===== src/rtl/find_set_pkg.sv =====
// rtl/find_set_pkg.sv - shared types for the find_set_iterator slice
package find_set_pkg;

    typedef enum logic {
        FS_DIR_MSB_FIRST = 1'b0,
        FS_DIR_LSB_FIRST = 1'b1
    } fs_dir_t;

    typedef enum logic {
        FS_IDLE = 1'b0,
        FS_SCAN = 1'b1
    } fs_iter_state_t;

endpackage


===== src/rtl/find_set_prio.sv =====
// rtl/find_set_prio.sv - combinational priority encoder, highest or lowest set bit
module find_set_prio
    import find_set_pkg::*;
#(
    parameter int WIDTH = 32,
    parameter int DIR   = 0,
    localparam int IW   = $clog2(WIDTH)
) (
    input  logic [WIDTH-1:0] mask,
    output logic [IW-1:0]    index,
    output logic             any
);

    // Later loop iterations overwrite earlier ones, so the scan runs toward the winning end.
    always_comb begin
        index = '0;
        for (int i = 0; i < WIDTH; i++) begin
            if (DIR == int'(FS_DIR_MSB_FIRST)) begin
                if (mask[i]) index = IW'(i);
            end else begin
                if (mask[WIDTH-1-i]) index = IW'(WIDTH - 1 - i);
            end
        end
    end

    assign any = |mask;

endmodule


===== src/rtl/find_set_iterator.sv =====
// rtl/find_set_iterator.sv - streaming set-bit enumerator; FIND_SET_ITERATOR_COUNT_EN adds o_count/o_remaining
module find_set_iterator
    import find_set_pkg::*;
#(
    parameter int WIDTH = 32,
    parameter int DIR   = 0,
    localparam int IW   = $clog2(WIDTH)
) (
    input  logic             i_clk,
    input  logic             i_rst_n,
    input  logic             i_valid,
    output logic             o_ready,
    input  logic [WIDTH-1:0] i_data,
    output logic             o_valid,
    input  logic             i_ready,
    output logic [IW-1:0]    o_index,
    output logic             o_last,
    output logic             o_empty
`ifdef FIND_SET_ITERATOR_COUNT_EN
    ,
    output logic [IW:0]      o_count,
    output logic [IW:0]      o_remaining
`endif
);

    fs_iter_state_t   state_q, state_d;
    logic [WIDTH-1:0] mask_q;
    logic             empty_q;
    logic [IW-1:0]    prio_index;
    logic             prio_any;
    logic             one_hot;
    logic             accept;
    logic             beat_done;

    find_set_prio #(
        .WIDTH (WIDTH),
        .DIR   (DIR)
    ) u_prio (
        .mask  (mask_q),
        .index (prio_index),
        .any   (prio_any)
    );

    assign one_hot   = prio_any && ((mask_q & (mask_q - WIDTH'(1))) == '0);
    assign accept    = i_valid && o_ready;
    assign beat_done = o_valid && i_ready;

    always_ff @(posedge i_clk) begin
        if (!i_rst_n) state_q <= FS_IDLE;
        else          state_q <= state_d;
    end

    always_comb begin
        state_d = state_q;
        o_ready = 1'b0;
        o_valid = 1'b0;
        o_index = '0;
        o_last  = 1'b0;
        o_empty = 1'b0;
        case (state_q)
            FS_IDLE: begin
                o_ready = i_rst_n;
                if (i_valid && i_rst_n) state_d = FS_SCAN;
            end
            FS_SCAN: begin
                o_valid = 1'b1;
                o_index = prio_index;
                o_last  = one_hot || empty_q;
                o_empty = empty_q;
                if (i_ready && o_last) state_d = FS_IDLE;
            end
            default: state_d = FS_IDLE;
        endcase
    end

    // An empty vector leaves mask at zero, so clearing bit 0 on its single beat is harmless.
    always_ff @(posedge i_clk) begin
        if (!i_rst_n) begin
            mask_q  <= '0;
            empty_q <= 1'b0;
        end else if (accept) begin
            mask_q  <= i_data;
            empty_q <= (i_data == '0);
        end else if (beat_done) begin
            mask_q[o_index] <= 1'b0;
            if (o_last) empty_q <= 1'b0;
        end
    end

`ifdef FIND_SET_ITERATOR_COUNT_EN
    logic [IW:0] count_q;
    logic [IW:0] pop_in;
    logic [IW:0] pop_mask;

    always_comb begin
        pop_in   = '0;
        pop_mask = '0;
        for (int i = 0; i < WIDTH; i++) begin
            pop_in   = pop_in + (IW+1)'(i_data[i]);
            pop_mask = pop_mask + (IW+1)'(mask_q[i]);
        end
    end

    always_ff @(posedge i_clk) begin
        if (!i_rst_n)                  count_q <= '0;
        else if (accept)               count_q <= pop_in;
        else if (beat_done && o_last)  count_q <= '0;
    end

    // Mask is zero whenever the block is idle, so remaining needs no state qualifier.
    assign o_count     = count_q;
    assign o_remaining = pop_mask;
`endif

endmodule

===== config.mk =====
export PLATFORM = sky130hd
export DESIGN_NAME = find_set_iterator
export DESIGN_NICKNAME = d
export VERILOG_FILES = /design/src/rtl/find_set_pkg.sv /design/src/rtl/find_set_prio.sv /design/src/rtl/find_set_iterator.sv
export SDC_FILE = /design/constraint.sdc
export NUM_CORES = 1
export LEC_CHECK = 0
export BUFFER_PORTS_ARGS = -buffer_cell sky130_fd_sc_hd__buf_2
export CELL_PAD_IN_SITES_DETAIL_PLACEMENT = 1
export CELL_PAD_IN_SITES_GLOBAL_PLACEMENT = 1
export CORE_MARGIN = 2
export CORE_UTILIZATION = 41
export DETAILED_ROUTE_END_ITERATION = 12
export PLACE_DENSITY = 0.86
export SLEW_MARGIN = 0
export SYNTH_ARGS = -nofsm -noshare
export SYNTH_HDL_FRONTEND = slang
export SYNTH_SLANG_ARGS = --single-unit

===== constraint.sdc =====
create_clock -name i_clk -period 2.6 [get_ports i_clk]
set_input_delay 0.13 -clock i_clk [delete_from_list [all_inputs] [get_ports i_clk]]
set_output_delay 0.13 -clock i_clk [all_outputs]
set_load 0.01 [all_outputs]

==> run summary, run 1 <==
syn nets - 394
Setup crit end kind - primary output
Crit Path Max Fanout - 11
final setup violation count - 1
Synth Flop Type - dfxtp_1
Layout Cell Area excl Fill - 3170 sq um
worst hold path type - in -> reg
met2 Use GR - 0.509
Synth cell types - 58
Max Clk Rate - 380 MHz
GRT met1 Usage - 0.400
first-pass GRT wire length - 17000 um
syn_area_per_cell - 7.37 sq um
Root Driver - clkbuf_8
DR pass1 iterations - 5
CTS tree - built
Final Slew Violations - 0
worst clock skew - 7.50 ps
vias in the first global route - 3123
Ant. Diodes - 0
Vias/cell - 6.78
met3 Use GR - 0.0472
layer with the highest usage - met2
period utilisation layout - 1.01
DP Cell Count - 477
IO Pins - 45
Post-synth EDFFs - 0
Final Non-Filler Cells - 487
Rel. slew slack - 0.583
Mapped Area - 2640 sq um
Leak - 0.00134 uW
Crit Path Class - reg -> out
largest net degree at the start of global routing - 45
clock latency on the worst-skew pair - 290 ps
fraction of registers with async set/reset - 0
port buffer count - 44
Worst-path clk slew - 80 ps
Critical Path RT - 2470 ps
detailed-route DRC error count - 0
post-DP HPWL - 7920 um
Die X - 84.2 um
share of post-route cells with drive strength above 1 - 0.266
Layout area overhead - 20.2%
Initial Util - 0.420
RSZ-0062 raised after global routing - yes
Final WS setup - -31.4 ps
initial drt markers - 348
number of nets in the layout - 447
max cap viols - 0
WL per Instance - 22.9 um
Max Root-Sink Buffers - 2
core area - 6280 sq um
grt ovf - 0
status - complete, but fails checks
P per Cell Area - 619 nW/um^2
DIE HEIGHT - 84.2 um
Synth Register Bits - 34
sequential cell area - 683 sq um
CP Launch Type - flip-flop
cts hold-fix bufs - 0
GRT Total Usage - 0.301
Max H-tree Level - 2
synth warn - 0
row count - 29
WHS - 47.7 ps
Final Hold Fails - 0
clock buffer count from CTS - 5
via count - 3302
internal reg-to-reg setup slack - 10 ps
initial antenna violation count - 0
Routed WL - 11100 um
violated checks - setup timing
multi-input logic area - 1820 sq um
sequential-to-total area share from yosys stat - 0.258
Worst-Margin Slew - 620 ps
placed inst area - 2940 sq um
maximum VDD drop - 265 uV
clk sinks - 34
# fillers - 819
RD Place Congestion - 0.937
Post-DRT Antenna Nets - 0
CP Data Arrival Time - 2500 ps
Die Area - 7090 sq um
minimum clock period - 2630 ps
Cells after Synth - 358
[critical path, cell delays in order, from the launching register on]
cell     delay, ps
dfxtp_1        490
or4_1          600
or2_1          300
nor2_2         130
nand2_1         80
and3_1         180
a41oi_2        220
nor2b_1         70
buf_2          140
[kinds of logic after synthesis]
logic type,Yosys count,synth area share
simple gates,168,0.342
flops,34,0.258
compound gates,118,0.303
buf+inv,38,0.0972
[where the power goes]
group | total, uW | internal [uW] | leakage (uW) | switching [uW]
logic | 870 | 354 | 0.00102 | 516
registers | 686 | 573 | 0.000281 | 114
clock network | 408 | 205 | 0.0000431 | 203
[final timing paths]
kind | depth (start not counted) | from | to
max | 8 | mask_q[24] | o_last
min | 2 | i_data[29] | mask_q[29]
max reg2reg | 6 | mask_q[24] | mask_q[9]
min reg2reg | 2 | mask_q[27] | mask_q[27]
[registers in the layout, indices dropped and copies added, names as in the netlist]
register / count
mask_q: 32
empty_q: 1
state_q: 1
[cells in the final DEF, fill, tap and decap left out, types with 6 or more instances in the layout]
cell type,Yosys,final
a21oi_1,35,35
clkbuf_8,3,6
dfxtp_1,34,32
inv_1,9,9
buf_2,1,44
nor4_1,16,14
nand4_1,7,7
nand2_1,34,33
nor2_1,37,36
nor3_1,13,13
buf_4,4,31
o21ai_0,19,17
a211o_1,6,6
nand2b_1,8,7
a31oi_1,6,6
o211ai_1,14,14
nand3_1,20,20
nor2b_1,8,8
[metrics by stage]
| stage | setup WS, ps | total power, uW | TNS, ps | utilization |
|---|---|---|---|---|
| 6_report | -31.4 | 1960 | -31.4 | 0.505 |
| 5_1_grt | -150 | 2050 | -150 | 0.505 |
| 4_1_cts | -34.3 | 1860 | -34.3 | 0.488 |
| 3_5_place_dp | 122 | 1440 | 0 | 0.468 |
| 3_3_place_gp | 96.9 | 1420 | 0 | 0.468 |
| 2_1_floorplan | 372 | 1170 | 0 | - |
[per-layer routing]
| layer | share of wire | routed length (um) |
|---|---|---|
| met4 | 0.032 | 359 |
| met3 | 0.086 | 963 |
| met2 | 0.48 | 5330 |
| met5 | 0 | 0 |
| met1 | 0.40 | 4480 |
[layout make-up]
type                       count  share of cell area
multi-input combinational    286               0.575
sequential                    34               0.215
timing repair buffer          75               0.143
tap                           77              0.0304
clock buffer                   6              0.0260
inverter                       9              0.0107
[cell usage after synthesis, types with 8 or more instances]
| library cell | count | area (sq um) |
|---|---|---|
| dfxtp_1 | 34 | 681 |
| nor4_1 | 16 | 100 |
| nand2b_1 | 8 | 50.1 |
| o211ai_1 | 14 | 105 |
| nand2_1 | 34 | 128 |
| inv_1 | 9 | 33.8 |
| a21oi_1 | 35 | 175 |
| clkbuf_1 | 14 | 52.6 |
| nor2b_1 | 8 | 50.1 |
| nor2_1 | 37 | 139 |
| o21ai_0 | 19 | 95.1 |
| nand3_1 | 20 | 100 |
| nor3_1 | 13 | 65.1 |
[repair_timing]
item,CTS,global route
setup buffers,2,2
pin swaps,4,5
resized for setup,9,13
endpoints found under the setup margin,1,7
Note: power is estimated with default switching activity, not from simulation.
==> run 2, diff against run 1 <==
--- a/config.mk
+++ b/config.mk
@@ -9,9 +9,11 @@
 export CELL_PAD_IN_SITES_DETAIL_PLACEMENT = 1
 export CELL_PAD_IN_SITES_GLOBAL_PLACEMENT = 1
 export CORE_MARGIN = 2
-export CORE_UTILIZATION = 41
+export CORE_UTILIZATION = 42
+export CTS_BUF_LIST = sky130_fd_sc_hd__clkbuf_8
 export DETAILED_ROUTE_END_ITERATION = 12
-export PLACE_DENSITY = 0.86
+export MAX_ROUTING_LAYER = met4
+export PLACE_DENSITY = 0.88
 export SLEW_MARGIN = 0
 export SYNTH_ARGS = -nofsm -noshare
 export SYNTH_HDL_FRONTEND = slang
==> run summary, run 2 (synthesis gave the netlist of run 1 again) <==
clock buffer count from CTS - 5
violated checks - setup timing
switch share - 0.425
hold path endpoint - mask_q[29]
post-DP HPWL - 8340 um
first-pass GRT wire length - 18800 um
port buffer count - 44
worst hold path type - in -> reg
CTS tree - built
row count - 28
total power - 1980 uW
Root Driver - clkbuf_8
core area - 5990 sq um
Final Slew Violations - 0
RSZ-0062 raised after global routing - yes
via count - 3391
net switching power figure - 843 uW
most frequent cells in the layout - buf_2 (44), nor2_1 (37), buf_4 (35), a21oi_1 (34), nand2_1 (33)
Crit Path Max Fanout - 7
multi-input logic area - 1810 sq um
Critical Path RT - 2470 ps
Layout Cell Area excl Fill - 3210 sq um
Routed WL - 12000 um
# fillers - 761
internal reg-to-reg setup slack - 10 ps
Max Root-Sink Buffers - 2
most common cell after layout, fill and taps aside - buf_2
CP Launch Type - flip-flop
placed inst area - 2970 sq um
CP max stage delay - 610 ps
number of nets in the layout - 451
Die X - 83.3 um
grt ovf - 0
initial drt markers - 412
Crit Path Class - reg -> out
largest net degree at the start of global routing - 45
reg2reg path depth - 8
Sequential Power Share - 0.338
Max H-tree Level - 2
Final WS setup - -170 ps
hold_sp - i_data[29]
dpl ws - 142 ps
cts hold-fix bufs - 0
Pint - 1140 uW
Worst-path clk slew - 70 ps
share of post-route cells with drive strength above 1 - 0.296
Vias/cell - 6.91
period utilisation layout - 1.07
Leak - 0.00137 uW
Die Area - 6930 sq um
Reg with most FFs - mask_q
critical-path cell with the highest stage delay - or4_4
CP Data Arrival Time - 2640 ps
Initial Util - 0.440
vias in the first global route - 3466
Buf/Inv on CP - 1
worst r2r dst - state_q
DIE HEIGHT - 83.3 um
Post-DRT Antenna Nets - 0
top flop regs - mask_q (32), empty_q (1), state_q (1)
RD Place Congestion - 0.936
minimum clock period - 2770 ps
sequential cell area - 694 sq um
clk sinks - 34
Worst-Margin Slew - 519 ps
maximum VDD drop - 421 uV
Max Clk Rate - 361 MHz
initial antenna violation count - 0
GRT Total Usage - 0.353
CP cell instances - or4_4, nand4b_4, o31ai_2, o21ai_1, nor4_2, a41oi_2, nor2b_1, buf_2
DR pass1 iterations - 9
Rel. slew slack - 0.651
r2r startpoint - mask_q[10]
Ant. Diodes - 0
max cap viols - 0
hold path depth - 2
Comb pwr share - 0.456
IO Pins - 45
Core Util, Final - 0.536
Setup crit end kind - primary output
Layout area overhead - 21.7%
worst clock skew - 3.52 ps
Top Family by Delay on Critical Path - simple AND/OR/NAND/NOR gates
P per Cell Area - 617 nW/um^2
Clock power frac - 0.205
detailed-route DRC error count - 0
max reg flops - 32
WL per Instance - 24.3 um
final setup violation count - 1
clock latency on the worst-skew pair - 290 ps
Final Hold Fails - 0
status - complete, but fails checks
-- run 2: cell count changes in the layout (fill, tap and decap cells not counted), moves of 3 or more --
cell and delta:
dfxtp_2 +3, dfxtp_1 -5, buf_4 +4, nor4_2 +4
-- run 2: power by group through the flow --
stage | Combinational [uW] | Clock [uW] | Sequential (uW)
CTS | 850 | 404 | 659
global route | 957 | 427 | 676
global placement | 776 | 0 | 662
detailed placement | 793 | 0 | 669
floorplan | 553 | 0 | 622
finish | 904 | 406 | 670
-- run 2: how the worst max path moves through the flow --
stage | end | from | cells past startpoint
5_1_grt | o_last | mask_q[9] | 8
6_report | o_last | mask_q[10] | 8
2_1_floorplan | state_q | mask_q[18] | 8
4_1_cts | o_last | mask_q[16] | 7
3_5_place_dp | mask_q[25] | mask_q[18] | 9
3_3_place_gp | mask_q[25] | mask_q[18] | 9
-- run 2: what timing repair did --
action / 4_1_cts / 5_1_grt
endpoints found under the setup margin: 1 / 15
endpoints found under the hold margin: 0 / 0
buffers inserted: 2 / 1
pin swaps: 8 / 2
resized for setup: 21 / 8
-- run 2: final cells by class --
type / count / share of cell area
Multi-Input combinational cell: 286 / 0.565
Sequential cell: 34 / 0.216
Timing Repair Buffer: 79 / 0.150
Tap cell: 75 / 0.0292
Clock buffer: 6 / 0.0257
Inverter: 9 / 0.0105
Clock inverter: 2 / 0.00273
-- run 2: metal layers --
layer  vias to the layer above  global-route usage  part of all wire
met5                         -                   -                 0
met2                       229               0.545              0.47
li1                       1471                   -                 -
met1                      1628               0.431              0.38
met4                         0               0.204             0.061
met3                        63              0.0666             0.089
-- run 2: stage by stage --
step           cells  TNS, ps  hold slack (ps)
2_1_floorplan    358        0              229
3_3_place_gp     480        0              339
3_5_place_dp     480        0              347
4_1_cts          490        0             58.5
5_1_grt          491     -209             73.0
6_report         491     -170             61.7
